`src/rtl/mem_map_pkg.sv`:
```
// mem_map_pkg
//   Address map and shared types for the unified memory port responder.
//   Holds the region and FSM state enums, the MMIO register offsets, the
//   default MMIO page base and the address decode helper.
package mem_map_pkg;

  typedef enum logic [1:0] {
    REG_TEXT  = 2'd0,
    REG_DATA  = 2'd1,
    REG_MMIO  = 2'd2,
    REG_FAULT = 2'd3
  } region_t;

  typedef enum logic [1:0] {
    ST_IDLE   = 2'd0,
    ST_ACCESS = 2'd1,
    ST_WAIT   = 2'd2,
    ST_RESP   = 2'd3
  } state_t;

  localparam logic [7:0]  MMIO_OFF_LED      = 8'h00;
  localparam logic [7:0]  MMIO_OFF_CNT      = 8'h04;
  localparam logic [7:0]  MMIO_OFF_SW       = 8'h08;
  localparam logic [31:0] MMIO_BASE_DEFAULT = 32'hFF00_0000;

  // The MMIO page test must come before the addr[28] test, because the MMIO
  // page itself has addr[28] set.
  function automatic region_t decodeRegion(input logic [31:0] addr,
                                           input logic [31:0] mmioBase);
    region_t r;
    if (addr[1:0] != 2'b00) begin
      r = REG_FAULT;
    end else if (addr[31:8] == mmioBase[31:8]) begin
      r = REG_MMIO;
    end else if (addr[28] == 1'b1) begin
      r = REG_DATA;
    end else if (addr[31:28] == 4'h0) begin
      r = REG_TEXT;
    end else begin
      r = REG_FAULT;
    end
    return r;
  endfunction

endpackage

```
`src/rtl/mmio_regs.sv`:
```
// mmio_regs
//   Board I/O register page: LED register, free-running cycle counter and
//   switch read-back.
// Ports
//   clockCPU     in   core clock
//   reset        in   asynchronous, active-high
//   iWrEn        in   write strobe, valid only on the capture edge of an MMIO write
//   iOffset      in   byte offset inside the MMIO page
//   iWData       in   write data
//   iSwitches    in   board switches
//   oLeds        out  LED register
//   oRValue      out  read value for iOffset (current register contents)
//   oOffsetOk    out  1 when iOffset names an implemented register
module mmio_regs
  import mem_map_pkg::*;
(
  input  logic        clockCPU,
  input  logic        reset,
  input  logic        iWrEn,
  input  logic [7:0]  iOffset,
  input  logic [31:0] iWData,
  input  logic [9:0]  iSwitches,
  output logic [9:0]  oLeds,
  output logic [31:0] oRValue,
  output logic        oOffsetOk
);

  logic [9:0]  leds_r;
  logic [31:0] cycleCnt_r;

  // LED register: loaded by a write to the LED offset.
  always_ff @(posedge clockCPU or posedge reset) begin
    if (reset) begin
      leds_r <= 10'd0;
    end else if (iWrEn && (iOffset == MMIO_OFF_LED)) begin
      leds_r <= iWData[9:0];
    end else begin
      leds_r <= leds_r;
    end
  end

  // Cycle counter: a write on this edge takes priority over the increment.
  always_ff @(posedge clockCPU or posedge reset) begin
    if (reset) begin
      cycleCnt_r <= 32'd0;
    end else if (iWrEn && (iOffset == MMIO_OFF_CNT)) begin
      cycleCnt_r <= iWData;
    end else begin
      cycleCnt_r <= cycleCnt_r + 32'd1;
    end
  end

  // Read mux and offset validity.
  always_comb begin
    oRValue   = 32'd0;
    oOffsetOk = 1'b0;
    case (iOffset)
      MMIO_OFF_LED: begin
        oRValue   = {22'd0, leds_r};
        oOffsetOk = 1'b1;
      end
      MMIO_OFF_CNT: begin
        oRValue   = cycleCnt_r;
        oOffsetOk = 1'b1;
      end
      MMIO_OFF_SW: begin
        oRValue   = {22'd0, iSwitches};
        oOffsetOk = 1'b1;
      end
      default: begin
        oRValue   = 32'd0;
        oOffsetOk = 1'b0;
      end
    endcase
  end

  assign oLeds = leds_r;

endmodule

```
`src/rtl/mem_bus_responder.sv`:
```
// mem_bus_responder
//   Memory-side responder for the multicycle core's unified memory port.
//   Takes one word request at a time, decodes text RAM / data RAM / MMIO,
//   drives the ramI/ramD ports with optional wait states and returns a
//   one-cycle response carrying read data or a fault flag.
// Ports
//   clockCPU, reset        core clock, asynchronous active-high reset
//   iReq/iWe/iAddr/iWData  request, sampled only while idle
//   oReady/oRData/oFault   one-cycle response
//   oRamAddr/oRamData      word address and write data to ramI/ramD
//   oWrenI/oWrenD          one-cycle write enables for ramI/ramD
//   iQI/iQD                synchronous-read data from ramI/ramD
//   iSwitches/oLeds        board I/O
module mem_bus_responder
  import mem_map_pkg::*;
#(
  parameter int unsigned WAIT_CYCLES = 0,
  parameter int unsigned RAM_AW      = 10,
  parameter logic [31:0] MMIO_BASE   = MMIO_BASE_DEFAULT
) (
  input  logic              clockCPU,
  input  logic              reset,
  input  logic              iReq,
  input  logic              iWe,
  input  logic [31:0]       iAddr,
  input  logic [31:0]       iWData,
  output logic              oReady,
  output logic [31:0]       oRData,
  output logic              oFault,
  output logic [RAM_AW-1:0] oRamAddr,
  output logic [31:0]       oRamData,
  output logic              oWrenI,
  output logic              oWrenD,
  input  logic [31:0]       iQI,
  input  logic [31:0]       iQD,
  input  logic [9:0]        iSwitches,
  output logic [9:0]        oLeds
);

  // WAIT holds WAIT_CYCLES cycles, so the counter is loaded with one less.
  localparam logic [3:0] WAIT_LOAD = (WAIT_CYCLES != 0) ? 4'(WAIT_CYCLES - 1) : 4'd0;

  state_t            state_r;
  logic [3:0]        waitCnt_r;
  logic              ready_r;
  logic              fault_r;
  logic [31:0]       rData_r;
  logic              rdRam_r;
  logic              rdFromD_r;
  logic [RAM_AW-1:0] ramAddr_r;
  logic [31:0]       ramData_r;
  logic              wrenI_r;
  logic              wrenD_r;

  region_t           region_s;
  logic              capture_s;
  logic              mmioWrEn_s;
  logic [31:0]       mmioRValue_s;
  logic              mmioOffsetOk_s;
  logic              reqFault_s;

  // The request is decoded on the capture edge itself so that MMIO and fault
  // responses can be ready in the very next cycle.
  assign region_s   = decodeRegion(iAddr, MMIO_BASE);
  assign capture_s  = (state_r == ST_IDLE) && iReq;
  assign mmioWrEn_s = capture_s && iWe && (region_s == REG_MMIO) && mmioOffsetOk_s;
  assign reqFault_s = (region_s == REG_FAULT) ||
                      ((region_s == REG_MMIO) && !mmioOffsetOk_s);

  mmio_regs uMmio (
    .clockCPU  (clockCPU),
    .reset     (reset),
    .iWrEn     (mmioWrEn_s),
    .iOffset   (iAddr[7:0]),
    .iWData    (iWData),
    .iSwitches (iSwitches),
    .oLeds     (oLeds),
    .oRValue   (mmioRValue_s),
    .oOffsetOk (mmioOffsetOk_s)
  );

  // Request FSM with registered handshake, RAM port and response registers.
  always_ff @(posedge clockCPU or posedge reset) begin
    if (reset) begin
      state_r   <= ST_IDLE;
      waitCnt_r <= 4'd0;
      ready_r   <= 1'b0;
      fault_r   <= 1'b0;
      rData_r   <= 32'd0;
      rdRam_r   <= 1'b0;
      rdFromD_r <= 1'b0;
      ramAddr_r <= '0;
      ramData_r <= 32'd0;
      wrenI_r   <= 1'b0;
      wrenD_r   <= 1'b0;
    end else begin
      case (state_r)
        ST_IDLE: begin
          if (iReq) begin
            if ((region_s == REG_TEXT) || (region_s == REG_DATA)) begin
              ramAddr_r <= iAddr[RAM_AW+1:2];
              ramData_r <= iWData;
              wrenI_r   <= iWe && (region_s == REG_TEXT);
              wrenD_r   <= iWe && (region_s == REG_DATA);
              rdRam_r   <= !iWe;
              rdFromD_r <= (region_s == REG_DATA);
              state_r   <= ST_ACCESS;
            end else begin
              ready_r   <= 1'b1;
              fault_r   <= reqFault_s;
              rData_r   <= (reqFault_s || iWe) ? 32'd0 : mmioRValue_s;
              rdRam_r   <= 1'b0;
              state_r   <= ST_RESP;
            end
          end else begin
            state_r <= ST_IDLE;
          end
        end
        ST_ACCESS: begin
          wrenI_r <= 1'b0;
          wrenD_r <= 1'b0;
          if (WAIT_CYCLES != 0) begin
            waitCnt_r <= WAIT_LOAD;
            state_r   <= ST_WAIT;
          end else begin
            ready_r <= 1'b1;
            state_r <= ST_RESP;
          end
        end
        ST_WAIT: begin
          if (waitCnt_r == 4'd0) begin
            ready_r <= 1'b1;
            state_r <= ST_RESP;
          end else begin
            waitCnt_r <= waitCnt_r - 4'd1;
          end
        end
        ST_RESP: begin
          ready_r <= 1'b0;
          fault_r <= 1'b0;
          rData_r <= 32'd0;
          rdRam_r <= 1'b0;
          state_r <= ST_IDLE;
        end
        default: begin
          ready_r <= 1'b0;
          fault_r <= 1'b0;
          wrenI_r <= 1'b0;
          wrenD_r <= 1'b0;
          state_r <= ST_IDLE;
        end
      endcase
    end
  end

  // RAM q is only valid one cycle after the address, i.e. during RESP, so RAM
  // read data is passed straight through from the selected RAM.
  assign oRData   = (ready_r && rdRam_r) ? (rdFromD_r ? iQD : iQI) : rData_r;
  assign oReady   = ready_r;
  assign oFault   = fault_r;
  assign oRamAddr = ramAddr_r;
  assign oRamData = ramData_r;
  assign oWrenI   = wrenI_r;
  assign oWrenD   = wrenD_r;

endmodule

```
`config.mk`:
```
export PLATFORM = sky130hd
export DESIGN_NAME = mem_bus_responder
export DESIGN_NICKNAME = d
export VERILOG_FILES = /design/src/rtl/mem_map_pkg.sv /design/src/rtl/mmio_regs.sv /design/src/rtl/mem_bus_responder.sv
export SDC_FILE = /design/constraint.sdc
export NUM_CORES = 1
export LEC_CHECK = 0
export ABC_AREA = 1
export BUFFER_PORTS_ARGS = -buffer_cell sky130_fd_sc_hd__buf_2
export CELL_PAD_IN_SITES_DETAIL_PLACEMENT = 0
export CELL_PAD_IN_SITES_GLOBAL_PLACEMENT = 1
export CORE_ASPECT_RATIO = 0.75
export CORE_MARGIN = 2
export CORE_UTILIZATION = 36
export CTS_CLUSTER_SIZE = 30
export DETAILED_ROUTE_END_ITERATION = 8
export GPL_TIMING_DRIVEN = 0
export MAX_ROUTING_LAYER = met4
export PLACE_DENSITY = 0.85
export SLEW_MARGIN = 20
export SYNTH_ARGS = -nofsm -noshare
export SYNTH_HDL_FRONTEND = slang
export SYNTH_HIERARCHICAL = 1
export SYNTH_SLANG_ARGS = --single-unit
```
`constraint.sdc`:
```
create_clock -name clockCPU -period 2.7 [get_ports clockCPU]
set_input_delay 0.27 -clock clockCPU [delete_from_list [all_inputs] [get_ports clockCPU]]
set_output_delay 0.27 -clock clockCPU [all_outputs]
set_load 0.05 [all_outputs]
```
# Word level (Yosys, flattened, before mapping)
# Cells that the tools add are included.
# op_classes
n_mux,33
n_bitwise,1
addsub,2
n_reduce_logical,30
n_eq_ne,13
# op_table
op,count
two-way mux 32 bit,6
case mux 32 bit (3 select lines),1
case mux 32 bit (2 select lines),1
adder 32 x 1 -> 32 bit (second input constant),1
== test 24 bit (second input constant),1
two-way mux 2 bit,7
two-way mux 1 bit,12
AND reduction 3 bit,4
logical AND 1 bit,10
== test 2 bit (second input constant),4
== test 8 x 3 -> 1 bit (second input constant),1
== test 8 x 4 -> 1 bit (second input constant),1
logical NOT 4 bit,2
logical NOT 8 bit,1
case mux 1 bit (2 select lines),4
case mux 2 bit (4 select lines),1
!= test 2 bit (second input constant),3
nonzero test 2 bit,3
== test 2 x 1 -> 1 bit (second input constant),2
logical NOT 2 bit,2
case mux 1 bit (4 select lines),1
AND reduction 2 bit,2
subtractor 4 x 1 -> 4 bit (second input constant),1
logical OR 1 bit,3
other kinds (4),5
# totals
out_inout_bits,88
reg_bits,128

# Logic depth before layout (Yosys ltp)
# depth
ltp_word,13
depth_mapped,13
mapped_depth_nobuf,12

# By module
# Netlist, hierarchy kept.
# by_module_without_submodules
module,area_each_um2,instances,cells_per_inst
mem_bus_responder,4625.7,1,640
mmio_regs,2891.5,1,442

# Worst setup path before layout
# No wires, ideal clock.
# synth_path
path_kind,register to output
startpoint,"register ready_r, in the netlist oReady"
endpoint,output port oRData[10]
required_time_ps,2430
setup_slack_ps,352
path_buffers,1
arrival_ps,2078
stages_incl_launch_ff,6
path_cell_list,dfrtp_1 > nand2_1 > inv_1 > clkbuf_1 > nor2_1 > a21oi_1
# synth_between
elab_chain_len,2
# synth_lines
element,line_no,rtl
from (decl),mem_bus_responder.sv:45,logic ready_r;
from (signal assigned),mem_bus_responder.sv:87,ready_r <= 1'b0;
from (signal assigned),mem_bus_responder.sv:109,ready_r <= 1'b1;
from (signal assigned),mem_bus_responder.sv:126,ready_r <= 1'b1;
logical AND 1 bit,mem_bus_responder.sv:158,assign oRData = (ready_r && rdRam_r) ? (rdFromD_r ? iQD : iQI) : rData_r;
two-way mux 32 bit,mem_bus_responder.sv:158,
to (decl),mem_bus_responder.sv:28,"output logic [31:0] oRData,"
# Every way passes these cells.

# Final worst setup path
# layout_path
startpoint,register state_r[0]
endpoint,register uMmio.cycleCnt_r[27]
# layout_between
elab_chain_len,7
# layout_lines
element,line_no,rtl
from (decl),mem_bus_responder.sv:43,state_t state_r;
from (signal assigned),mem_bus_responder.sv:85,state_r <= ST_IDLE;
from (signal assigned),mem_bus_responder.sv:107,state_r <= ST_ACCESS;
from (signal assigned),mem_bus_responder.sv:113,state_r <= ST_RESP;
logical NOT 2 bit,mem_bus_responder.sv:65,assign capture_s = (state_r == ST_IDLE) && iReq;
logical AND 1 bit,mem_bus_responder.sv:65,
logical AND 1 bit (3 in series),mem_bus_responder.sv:66,assign mmioWrEn_s = capture_s && iWe && (region_s == REG_MMIO) && mmioOffsetOk_s;
via mmioWrEn_s,mem_bus_responder.sv:57,logic mmioWrEn_s;
logical AND 1 bit,mmio_regs.sv:46,end else if (iWrEn && (iOffset == MMIO_OFF_CNT)) begin
two-way mux 32 bit,mmio_regs.sv:46,
to (signal assigned),mmio_regs.sv:47,cycleCnt_r <= iWData;
to (signal assigned),mmio_regs.sv:49,cycleCnt_r <= cycleCnt_r + 32'd1;
to (decl),mmio_regs.sv:29,logic [31:0] cycleCnt_r;
# The timed path passes the listed nets, and every way through them passes these cells.
# A chain may end at the register's enable or synchronous reset.

==> summary.txt <==
Status - complete, no violations
Commonest non-fill, non-tap cell in the layout - nand2_1
Post-DP HPWL - 18600 um
Antenna violations before repair - 3
Actual slew at the worst max-slew pin - 0.564 ns
Cells after Synth - 1082
Die area - 22100 um2
Reg clk slew, reported paths - 0.06 ns
Final setup violation count - 0
Grt ovf - 0
Max Clock Skew - 0.00782 ns
VDD IR max - 0.594 mV
Via count - 7611
Final Slew Violations - 0
Crit path kind - flip-flop to flip-flop
Syn. warnings - 6
Crit path DAT - 2.81 ns
Placer Congestion - 0.899
FMAX - 408 MHz
Final Hold Viols - 0
Vias/cell - 4.67
CTS buffer count - 17
CTS Root Cell - clkbuf_16
Leak Pwr - 0.00522 uW
Pwr dens - 818 nW/um2
Post-CTS setup buffer count - 0
# rows - 45
Utilization after layout - 0.475
Synth Area per Inst - 6.95 um2
Die height - 129 um
Final Cycle Share - 0.908
Commonest non-fill, non-tap cells in the layout - 388 x nand2_1, 241 x buf_2, 133 x nor2_1
Largest net degree at the start of global routing - 52
CTS sink cnt - 128
Min-Delay Path Depth - 3
Post-synthesis net count - 1230
I/O pins - 230
Layout cells sized above 1 - 0.252
Vias in the first global route - 7185
Core area - 20400 um2
Max_cap viols - 0
Reg2reg path depth - 11
Crit end category - flip-flop
Final Non-Filler Cells - 1631
Hold slack - 0.0620 ns
DR iter-0 viols - 456
Synthesis-stage register bit count - 128
Longest Clk Path Bufs - 2
Post-layout minimum cycle time - 2.45 ns
Clock Latency Late Sink - 0.42 ns
Initial core utilization - 0.369
Sequential fraction of the synthesis area - 0.426
First-pass GRT wire length - 37100 um
DRT antenna net count - 0
TritonCTS clock tree - done
Chip Width - 171 um
DR pass1 iterations - 5
Synthesized cell area - 7520 um2
Fill cells - 2164
Input/output buffers - 229
Yosys cell types - 34
Final net count - 1481
Slew HR - 0.622
DP Cell Count - 1595
H-tree depth - 4
DRC Markers - 0
Worst hold path class - input port to flip-flop
Post-DR wirelength/cell - 14.3 um
CP Launch Type - flip-flop
Largest fanout on the critical path - 10
Total track usage - 0.225
Synth-to-layout area growth - 28.9%
Req. time, crit path - 3.06 ns
Routed WL - 23400 um
RSZ-0062 raised after global routing - no
Power consumption - 7920 uW
[synthesized netlist by cell type, drive strengths merged]
library cell	instances	area, um2
xor2	9	78.8
clkbuf	15	56.3
ha	6	75.1
inv	108	405
a22oi	2	15.0
clkinv	1	3.75
a211oi	1	7.51
nand4	2	12.5
o211ai	4	30.0
o21ai	25	151
xnor2	3	26.3
dfrtp	128	3200
nor3	4	41.3
or2	1	6.26
nand3	132	688
a21oi	66	334
buf	33	270
nand2	397	1520
nor2	145	594
[path summary, 6_finish.rpt]
kind,end,slack [ns],start
worst max-delay path,uMmio/cycleCnt_r[27]$_DFF_PP0_,0.25,state_r[0]$_DFFE_PP0N_
worst min-delay path,oRamAddr[4]$_DFFE_PP0P_,0.06,iAddr[6]
worst max register to register,uMmio/cycleCnt_r[27]$_DFF_PP0_,0.25,state_r[0]$_DFFE_PP0N_
worst min register to register,oRamData[11]$_DFFE_PP0P_,0.47,oRamData[11]$_DFFE_PP0P_
max in group asynchronous,rData_r[4]$_DFFE_PP0P_,1.60,reset
min in group asynchronous,uMmio/cycleCnt_r[20]$_DFF_PP0_,0.41,reset
[area by class of cell]
class                      instances  area [um2]  area share
timing repair buffer             232        1200       0.124
buffer                            48         327      0.0337
clock inverter                    10         136      0.0141
inverter                         109         412      0.0425
antenna                            4        10.0     0.00103
multi-input combinational        797        3580       0.370
sequential                       128        3200       0.331
tap                              282         353      0.0364
clock buffer                      21         460      0.0475
[registers in the layout, indices dropped and copies added, names as in the netlist]
signal	cells
oRamAddr	10
oReady	1
rdFromD_r	1
rData_r	32
oFault	1
uMmio/cycleCnt_r	32
waitCnt_r	4
rdRam_r	1
oWrenI	1
uMmio/oLeds	10
oRamData	32
state_r	2
oWrenD	1
[logic make-up after synthesis]
| group | after synthesis | synth area share |
|---|---|---|
| simple gates | 681 | 0.380 |
| buf+inv | 157 | 0.0979 |
| flops | 128 | 0.426 |
| compound gates | 98 | 0.0716 |
| xor+xnor | 12 | 0.0140 |
| fa+ha+maj | 6 | 0.00999 |
[what timing repair did]
| action | CTS | global route |
|---|---|---|
| resized for setup | 0 | 1 |
| setup endpoints to repair | 0 | 31 |
| hold endpoints to repair | 49 | 0 |
| hold buffers | 1 | 0 |
[metal layers]
layer	vias to the layer above	wire length [um]	track usage
met5	-	0	-
met4	0	201	0.0484
met3	16	1580	0.0562
met2	224	10100	0.337
met1	3471	11500	0.309
li1	3900	-	-
[report_power, final]
group          switching [uW]  internal, uW
sequential                201          2280
combinational            2380           695
clock                     872          1490
total                    3450          4470
[through the flow]
| stage | worst slack, ns | TNS, ns | area [um2] |
|---|---|---|---|
| after floorplan | 0.208 | 0 | 7520 |
| after global placement | -1.03 | -88.21 | 9020 |
| after detailed placement | 0.0461 | 0 | 9070 |
| after CTS | 0.0137 | 0 | 9670 |
| after global routing | 0.0231 | 0 | 9690 |
| final | 0.248 | 0 | 9690 |
[worst max-delay path, stage by stage, from the launching register on]
cell and delay, ns:
dfrtp_1 0.40, inv_1 0.11, ha_1 0.19, nand2_1 0.16, inv_1 0.18, nand2_2 0.15
nor3_2 0.38, nand3_1 0.21, inv_2 0.19, buf_4 0.22, nand2_1 0.11, nand2_1 0.08
(Power assumes the default switching activity.)
